===== src/rtl/pll_ctrl_pkg.sv =====
// Shared types and constants for the EHXPLLL dynamic phase-adjust controller.
`timescale 1ns/1ps
package pll_ctrl_pkg;

  typedef enum logic [2:0] {
    IDLE  = 3'd0,
    SETUP = 3'd1,
    PULSE = 3'd2,
    GAP   = 3'd3,
    LOAD  = 3'd4,
    DONE  = 3'd5
  } state_t;

  localparam logic [1:0] PHASESEL_CLKOS  = 2'b00;
  localparam logic [1:0] PHASESEL_CLKOS2 = 2'b01;
  localparam logic [1:0] PHASESEL_CLKOS3 = 2'b10;
  localparam logic [1:0] PHASESEL_CLKOP  = 2'b11;

  localparam logic PHASESTEP_IDLE    = 1'b1;
  localparam logic PHASELOADREG_IDLE = 1'b1;

  // One CLKOS step in either direction, wrapping within 0..modulus-1.
  function automatic logic [6:0] step_pos(input logic [6:0] pos, input logic dir,
                                          input int modulus);
    logic [6:0] res;
    if (dir) begin
      res = (int'(pos) == modulus - 1) ? 7'd0 : pos + 7'd1;
    end else begin
      res = (pos == 7'd0) ? 7'(modulus - 1) : pos - 7'd1;
    end
    return res;
  endfunction

  function automatic int max3(input int a, input int b, input int c);
    int m;
    m = (a > b) ? a : b;
    return (m > c) ? m : c;
  endfunction

endpackage


===== src/rtl/pll_lock_filter.sv =====
// Synchronises the asynchronous PLL LOCK and turns it into a debounced system reset.
`timescale 1ns/1ps
module pll_lock_filter #(
  parameter int LOCK_FILT = 1024
) (
  input  logic clk,
  input  logic resetn,
  input  logic pll_locked,
  output logic sys_resetn
);

  localparam int CNT_W = $clog2(LOCK_FILT + 1);
  localparam logic [CNT_W-1:0] CNT_FULL = CNT_W'(LOCK_FILT);

  logic             sync1;
  logic             lk;
  logic [CNT_W-1:0] cnt;

  // Any single low sample of lk restarts the full qualification window.
  always_ff @(posedge clk) begin
    if (!resetn) begin
      sync1      <= 1'b0;
      lk         <= 1'b0;
      cnt        <= '0;
      sys_resetn <= 1'b0;
    end else begin
      sync1 <= pll_locked;
      lk    <= sync1;
      if (!lk) begin
        cnt <= '0;
      end else if (cnt != CNT_FULL) begin
        cnt <= cnt + 1'b1;
      end
      sys_resetn <= lk && (cnt == CNT_FULL);
    end
  end

endmodule


===== src/rtl/pll_phase_ctrl.sv =====
// Sequences PHASESEL/PHASEDIR/PHASESTEP/PHASELOADREG for the ECP5 EHXPLLL and tracks CLKOS phase.
`timescale 1ns/1ps
module pll_phase_ctrl
  import pll_ctrl_pkg::*;
#(
  parameter int STEP_W    = 8,
  parameter int SETUP_CYC = 4,
  parameter int PULSE_CYC = 4,
  parameter int GAP_CYC   = 8,
  parameter int PHASE_MOD = 104,
  parameter int LOCK_FILT = 1024
) (
  input  logic              clk,
  input  logic              resetn,
  input  logic              pll_locked,
  input  logic              cmd_valid,
  output logic              cmd_ready,
  input  logic [1:0]        cmd_sel,
  input  logic              cmd_dir,
  input  logic [STEP_W-1:0] cmd_steps,
  input  logic              cmd_load,
  output logic [1:0]        phasesel,
  output logic              phasedir,
  output logic              phasestep,
  output logic              phaseloadreg,
  output logic              busy,
  output logic              err_unlock,
  output logic [6:0]        phase_pos,
  output logic              sys_resetn,
  output state_t            dbg_state
);

  localparam int DUR_W = $clog2(max3(SETUP_CYC, PULSE_CYC, GAP_CYC) + 1);
  localparam logic [DUR_W-1:0] DUR_SETUP = DUR_W'(SETUP_CYC);
  localparam logic [DUR_W-1:0] DUR_PULSE = DUR_W'(PULSE_CYC - 1);
  localparam logic [DUR_W-1:0] DUR_GAP   = DUR_W'(GAP_CYC - 1);

  state_t            state;
  logic [DUR_W-1:0]  dur;
  logic [STEP_W-1:0] remaining;
  logic              load_q;

  pll_lock_filter #(
    .LOCK_FILT (LOCK_FILT)
  ) u_lock_filter (
    .clk        (clk),
    .resetn     (resetn),
    .pll_locked (pll_locked),
    .sys_resetn (sys_resetn)
  );

  // Handshake: a command transfers on a rising clk edge where cmd_valid and cmd_ready
  // are both high; cmd_ready depends only on registered state, never on cmd_valid.
  assign cmd_ready = (state == IDLE) && sys_resetn;
  assign busy      = (state != IDLE);
  assign dbg_state = state;

  always_ff @(posedge clk) begin
    if (!resetn) begin
      state        <= IDLE;
      dur          <= '0;
      remaining    <= '0;
      load_q       <= 1'b0;
      phasesel     <= PHASESEL_CLKOS;
      phasedir     <= 1'b1;
      phasestep    <= PHASESTEP_IDLE;
      phaseloadreg <= PHASELOADREG_IDLE;
      err_unlock   <= 1'b0;
      phase_pos    <= '0;
    end else if (state != IDLE && !sys_resetn) begin
      // Lock lost: release the PLL strobes and abandon the command; an unfinished
      // pulse never reaches PULSE exit so phase_pos is left untouched.
      state        <= IDLE;
      phasestep    <= PHASESTEP_IDLE;
      phaseloadreg <= PHASELOADREG_IDLE;
      err_unlock   <= 1'b1;
    end else begin
      case (state)
        IDLE: begin
          if (cmd_valid && cmd_ready) begin
            phasesel  <= cmd_sel;
            phasedir  <= cmd_dir;
            remaining <= cmd_steps;
            load_q    <= cmd_load;
            dur       <= DUR_SETUP;
            state     <= SETUP;
          end
        end
        SETUP: begin
          // Counting from SETUP_CYC down to 0 puts the first step SETUP_CYC+1 cycles after accept.
          if (dur != '0) begin
            dur <= dur - 1'b1;
          end else if (remaining != '0) begin
            phasestep <= 1'b0;
            dur       <= DUR_PULSE;
            state     <= PULSE;
          end else if (load_q) begin
            phaseloadreg <= 1'b0;
            dur          <= DUR_PULSE;
            state        <= LOAD;
          end else begin
            state <= DONE;
          end
        end
        PULSE: begin
          if (dur != '0) begin
            dur <= dur - 1'b1;
          end else begin
            phasestep <= PHASESTEP_IDLE;
            remaining <= remaining - 1'b1;
            if (phasesel == PHASESEL_CLKOS) begin
              phase_pos <= step_pos(phase_pos, phasedir, PHASE_MOD);
            end
            dur   <= DUR_GAP;
            state <= GAP;
          end
        end
        GAP: begin
          if (dur != '0) begin
            dur <= dur - 1'b1;
          end else if (remaining != '0) begin
            phasestep <= 1'b0;
            dur       <= DUR_PULSE;
            state     <= PULSE;
          end else if (load_q) begin
            phaseloadreg <= 1'b0;
            dur          <= DUR_PULSE;
            state        <= LOAD;
          end else begin
            state <= DONE;
          end
        end
        LOAD: begin
          if (dur != '0) begin
            dur <= dur - 1'b1;
          end else begin
            phaseloadreg <= PHASELOADREG_IDLE;
            state        <= DONE;
          end
        end
        DONE: begin
          state <= IDLE;
        end
        default: begin
          state <= IDLE;
        end
      endcase
    end
  end

endmodule


===== config.mk =====
export PLATFORM = sky130hd
export DESIGN_NAME = pll_phase_ctrl
export DESIGN_NICKNAME = d
export VERILOG_FILES = /design/src/rtl/pll_ctrl_pkg.sv /design/src/rtl/pll_lock_filter.sv /design/src/rtl/pll_phase_ctrl.sv
export SDC_FILE = /design/constraint.sdc
export NUM_CORES = 1
export LEC_CHECK = 0
export ABC_AREA = 1
export CORE_ASPECT_RATIO = 1.75
export CORE_UTILIZATION = 31
export DETAILED_ROUTE_END_ITERATION = 7
export PLACE_DENSITY = 0.53
export SETUP_SLACK_MARGIN = 0.02
export SLEW_MARGIN = 20
export SYNTH_ARGS = -nofsm -noshare
export SYNTH_HDL_FRONTEND = slang
export SYNTH_SLANG_ARGS = --single-unit

===== constraint.sdc =====
create_clock -name clk -period 1.7 [get_ports clk]
set_clock_uncertainty 0.1 [all_clocks]
set_input_delay 0.17 -clock clk [delete_from_list [all_inputs] [get_ports clk]]
set_output_delay 0.17 -clock clk [all_outputs]
set_load 0.02 [all_outputs]

==> impl_metrics.env <==
export IMPL_grt_use_total_pct=16.2
export IMPL_synthMuxAreaShare_pct=0.386
export IMPL_gr_total_overflow=0
export IMPL_fin_crit_sh_pct=95.2
export IMPL_syn_num_nets=406
export IMPL_ys_flop_type="dfxtp_1"
export IMPL_post_cts_setup_buffer_count=0
export IMPL_whs_ps=333
export IMPL_area_growth_pct=26.2
export IMPL_drt_initial_drc_count=84
export IMPL_cts_tree="built"
export IMPL_syn_area_per_cell_um2=6.78
export IMPL_synthXorXnorAreaFrac_pct=3.72
export IMPL_crit_path_end_kind="output pin"
export IMPL_hold_class="in2reg"
export IMPL_drc=0
export IMPL_cts_root_buf="clkbuf_16"
export IMPL_finish_utilization_pct=40.8
export IMPL_final_cell_mix="nand2_1, nor2_1, inv_1, dfxtp_1, a21oi_1"
export IMPL_setup_worst_path_class="reg2out"
export IMPL_grt_use_met3_pct=2.36
export IMPL_ys_ff_latch=43
export IMPL_synthArstFlopShare_pct=0
export IMPL_worst_pin_slew_ps=342
export IMPL_min_period_ps=1620
export IMPL_worstSetupStartpoint="u_lock_filter.sys_resetn$_SDFF_PN0_"
export IMPL_crit_family="buffers and inverters"
export IMPL_synth_edf_count=0
export IMPL_gp_congestion=0.832
export IMPL_r2r_start="dur[0]$_SDFFE_PN0P_"
export IMPL_boundaryPins=35
export IMPL_setup_ws_ps=81.8
export IMPL_yosysWarnings=0
export IMPL_path_clk_slew_ps=60
export IMPL_vias=2516
export IMPL_holdPathStages=3
export IMPL_synthSimpleGateAreaFrac_pct=35.5
export IMPL_path_buf_inv=1
export IMPL_finalSetupTns_ps=0
export IMPL_synth_compound_area_share_pct=13.8
export IMPL_diodes=0
export IMPL_clk_latency_ps=290
export IMPL_rows=43
export IMPL_dpl_worst_slack_ps=63.3
export IMPL_synth_area_um2=2590
export IMPL_cts_max_level=2
export IMPL_cts_sinks=43
export IMPL_worst_ep_arrival_time_ps=1350
export IMPL_hpwl_mm=5.19
export IMPL_min_delay_start="cmd_sel[0]"
export IMPL_yosys_cell_types_count=33
export IMPL_wl_per_cell_um=12.4
export IMPL_nets=455
export IMPL_synth_top_family_by_area="simple AND/OR/NAND/NOR gates"
export IMPL_drive_gt1_share_pct=11.6
export IMPL_slowest_stage="clkdlybuf4s50_1"
export IMPL_cts_buffer_depth=2
export IMPL_leakage_nw=1.48
export IMPL_core_um2=8020
export IMPL_hold_violations=0
export IMPL_crit_path_start_kind="flop"
export IMPL_start_util_pct=32.3
export IMPL_fmax_mhz=618
export IMPL_status="complete, no violations"
export IMPL_grt_max_degree=16
export IMPL_rsz0062_at_grt="false"
export IMPL_fill_cells=845
export IMPL_powerDensity_nw_per_um2=678
export IMPL_cp_slowest_stage_delay_ps=640
export IMPL_ys_seq_area_share_pct=33.2
export IMPL_fp_dieH_um=123
export IMPL_die_area_um2=8740
export IMPL_relSlewSlack_pct=77.2
export IMPL_grt_pass1_wl_mm=11.1
export IMPL_cts_hold_buf=0
export IMPL_crit_path_max_fanout=4
export IMPL_antenna_found_initial=0
export IMPL_peakVddDrop_v=0.000633
export IMPL_timing_max_cap_violations=0
export IMPL_cp_required_ps=1430
export IMPL_cts_buffers=5
export IMPL_crit_chain="clkdlybuf4s50_1"
export IMPL_final_common_cell="nand2_1"
export IMPL_wl_mm=6.49
export IMPL_io_buffers=34
export IMPL_netlist_instances=382
export IMPL_r2r_cells=9
export IMPL_first_pass_iters=4
export IMPL_grt_pass1_vias=2518
export IMPL_setup_viol=0
export IMPL_use_met2_pct=33.1
export IMPL_crit_cells=1
export IMPL_via_per_inst=4.82
export IMPL_power_mw=2.22
export IMPL_synth_fa_ha_area_share_pct=3.86
export IMPL_drtAntennaViolNets=0
export IMPL_busiest_layer="met2"
export IMPL_met1_usage_pct=15.4
export IMPL_drv_slew=0
export IMPL_die_w_um=71.1
## layer usage
| metal | vias up | wire (µm) |
|---|---|---|
| met5 | - | 0 |
| met4 | 0 | 155 |
| met3 | 10 | 187 |
| met2 | 38 | 3720 |
| met1 | 1144 | 2420 |
| li1 | 1324 | - |
## registers in the layout, indices dropped and copies added, names as in the netlist, 2 cells and up
| name | count |
|---|---|
| dbg_state | 3 |
| dur | 4 |
| phase_pos | 7 |
| phasesel | 2 |
| remaining | 8 |
| u_lock_filter.cnt | 11 |
## cell type report
cell class	count	area [µm²]	share of cell area [%]
multi-input combinational	281	1490	45.6
sequential	43	861	26.3
timing repair buffer	49	442	13.5
inverter	51	194	5.93
clock buffer	5	125	3.83
tap	90	113	3.44
clock inverter	3	46.3	1.42
## Yosys cell counts, drive strengths merged, types with 2 or more instances
cell,n,area (µm²)
nand2,90,373
buf,5,37.5
clkbuf,2,18.8
dfxtp,43,861
a21oi,30,161
ha,8,100
nor2,59,259
inv,51,191
xnor2,2,17.5
o211ai,4,30.0
or2,2,12.5
nand3b,2,15.0
o21ai,29,145
nor3,7,35.0
nand4,5,31.3
nand3,29,188
xor2,9,78.8
## where the power goes
group          leakage [nW]  switching (mW)  internal [mW]
registers             0.347         0.00148           1.01
logic                  1.05          0.0312         0.0442
clock network        0.0804           0.431          0.699
## kinds of logic after synthesis
| group | after synthesis |
|---|---|
| AOI/OAI and AO/OA | 66 |
| xor gates and xnor gates | 11 |
| adders and majority gates | 8 |
| buffers and inverters | 58 |
| DFF | 43 |
| muxes | 1 |
| and+or+nand+nor | 195 |
## final timing paths
| kind | slack, ps | to |
|---|---|---|
| max | 80 | sys_resetn |
| min | 330 | phasesel[0]$_SDFFE_PN0P_ |
| max reg2reg | 140 | phase_pos[5]$_SDFFE_PN0P_ |
| min reg2reg | 330 | u_lock_filter.lk$_SDFF_PN0_ |
## what timing repair did
action / CTS / global route
hold endpoints to repair: 0 / 0
gates resized for setup: 8 / 8
endpoints found under the setup margin: 8 / 13
## through the flow
| stage | cell area [µm²] | cells |
|---|---|---|
| finish | 3270 | 522 |
| global route | 3270 | 522 |
| CTS | 3260 | 522 |
| detailed placement | 3100 | 514 |
| global placement | 3100 | 514 |
| floorplan | 2590 | 382 |
Power figures use the tool's default switching activity.
==> edit: new RTL, config.mk and constraints unchanged <==
Change the parameter `PHASE_MOD` from 104 to 52.
--- a/src/rtl/pll_phase_ctrl.sv
+++ b/src/rtl/pll_phase_ctrl.sv
@@ -9,3 +9,3 @@
   parameter int GAP_CYC   = 8,
-  parameter int PHASE_MOD = 104,
+  parameter int PHASE_MOD = 52,
   parameter int LOCK_FILT = 1024
Check against the original RTL: same outputs for any inputs over 10 cycles, from zero or initial values and one cycle with resetn low; that may be too few to reach the edited logic, so the function may still have changed.
==> edit against the original RTL <==
- worst setup slack worse by 0.019 ns
- wire length rose by 0.57%
- sequential share of layout area decreased by 0.98 points
- final area grew 4.3%
- register-to-register slack got worse by 0.02 ns
- fmax fell by 1.2%
- sequential cell count unchanged
- synthesized area down 2.3%
- largest cell class unchanged
Power is not compared: it rests on default switching activity, and its combinational part moved more than twofold at a synthesized area within 25%.
==> edit: results (changes against the original RTL) <==
stage	metric	value	unit	change
run_status	status	finished, final reports clean		unchanged
clocking	clk_pin_slew_worst_paths	0.06	ns	about the same
global_routing	grt_usage	15.9	%	was 16.2%
clocking	cts_buffer_depth	2		unchanged
global_routing	grt_max_degree	15		was 16
synthesis	synth_xor_xnor_area_share	2.77	%	was 3.72%
synthesis	syn-num-nets	411		was 406
sta	final.hold.worst_slack	0.309	ns	was 0.333 ns
power_and_ir_drop	vdd_drop_max	0.000682	V	
synthesis	synth_ff_type	dfxtp_1		unchanged
place	hpwl	5.11	mm	was 5.19 mm
place	place.gp.congestion	0.828		was 0.832
global_routing	antenna_found_initial	0		unchanged
critical_path	slowest_stage	clkdlybuf4s50_1		unchanged
synthesis	async_reset_ff_share	0	%	unchanged
detailed_routing	first_iter_violations	172		was 84
cells_and_area	final_nets	475		was 455
worst_hold_path	min_to	u_lock_filter.sync1		was phasesel[0]
critical_path	r2r-start	remaining[0]		was dur[0]
critical_path	cp_data_arrival_time	1.37	ns	was 1.35 ns
synthesis	ys_types	33		unchanged
detailed_routing	ant_nets	0		unchanged
synthesis	synthAdderAreaFrac	3.95	%	was 3.86%
critical_path	crit_fanout	6		was 4
synthesis	seq_area_frac_synth	34.0	%	was 33.2%
worst_hold_path	min_from	pll_locked		was cmd_sel[0]
critical_path	r2r_setup_slack	0.12	ns	was 0.14 ns
synthesis	muxShareOfSynthArea	0.395	%	was 0.386%
synthesis	synth_commonest_cells	nand2_1, nor2_1, inv_1		unchanged
critical_path	reg2reg_depth	9		unchanged
worst_hold_path	hold_path_class	primary input to register		unchanged
clocking	cts_buffers	5		unchanged
critical_path	r2r_end	dur[1]		was phase_pos[5]
sta	slew_headroom	79.4	%	was 77.2%
synthesis	synth.area.top_cells	dfxtp_1, nand2_1, nor2_1		unchanged
synthesis	synth-compound-area-share	14.0	%	was 13.8%
cells_and_area	fillers	825		was 845
cells_and_area	drive_gt1_share	15.9	%	was 11.6%
detailed_routing	vias_per_cell	4.91		was 4.82
detailed_routing	routedWlPerCell	12.0	um	was 12.4 um
global_routing	grt_pass1_vias	2526		was 2518
detailed_routing	first_pass_iters	4		unchanged
global_routing	grt_pass1_wl	10.9	mm	was 11.1 mm
clocking	clk_latency	0.29	ns	about the same
edit: per-stage QoR:
step	cell area, um2	setup slack [ns]	cells	util [%]	power (mW)
3_5_place_dp	3110	0.0161	527	39.4	3.73
6_report	3410	0.0623	542	43.1	5.22
4_1_cts	3310	0.000775	537	41.9	5.06
5_1_grt	3410	0.0202	542	43.1	5.61
2_1_floorplan	2530	0.131	387	-	2.93
3_3_place_gp	3110	0.0501	527	39.4	3.75
edit: layout make-up:
class,count,area share [%]
inverters,53,5.90
clock buffers,5,3.67
flip-flops and latches,43,25.3
clock inverters,3,1.98
well taps,90,3.30
repair buffers,63,16.4
multi-input cells,285,43.4
edit: per-layer routing:
| layer | vias up | share of wire, % | global-route usage, % |
|---|---|---|---|
| met5 | - | 0 | 0 |
| met4 | 0 | 2.7 | 7.38 |
| met3 | 15 | 3.3 | 2.32 |
| met2 | 56 | 52 | 28.8 |
| met1 | 1217 | 42 | 17.9 |
| li1 | 1371 | - | - |
edit: worst max path at each step:
| stage | end | slack (ns) | start | depth (start not counted) |
|---|---|---|---|---|
| final | phase_pos[5] | 0.06 | phase_pos[5] | 1 |
| after global routing | phase_pos[4] | 0.02 | dur[0] | 9 |
| after CTS | phase_pos[2] | 0.0008 | dur[0] | 9 |
| after detailed placement | phase_pos[2] | 0.02 | dur[0] | 9 |
| after global placement | phase_pos[2] | 0.05 | dur[0] | 9 |
| after floorplan | phasesel[0] | 0.13 | dbg_state[0] | 6 |
edit: report_power, final:
part	leakage, nW	internal, mW	switching (mW)
sequential	0.350	1.15	0.165
clock	0.0900	0.841	0.405
combinational	1.11	1.11	1.55
total	1.55	3.10	2.12
edit: timing repair:
action | 4_1_cts | 5_1_grt
resized for setup | 9 | 21
pin swaps | 1 | 7
setup buffers | 2 | 5
setup endpoints to repair | 13 | 24
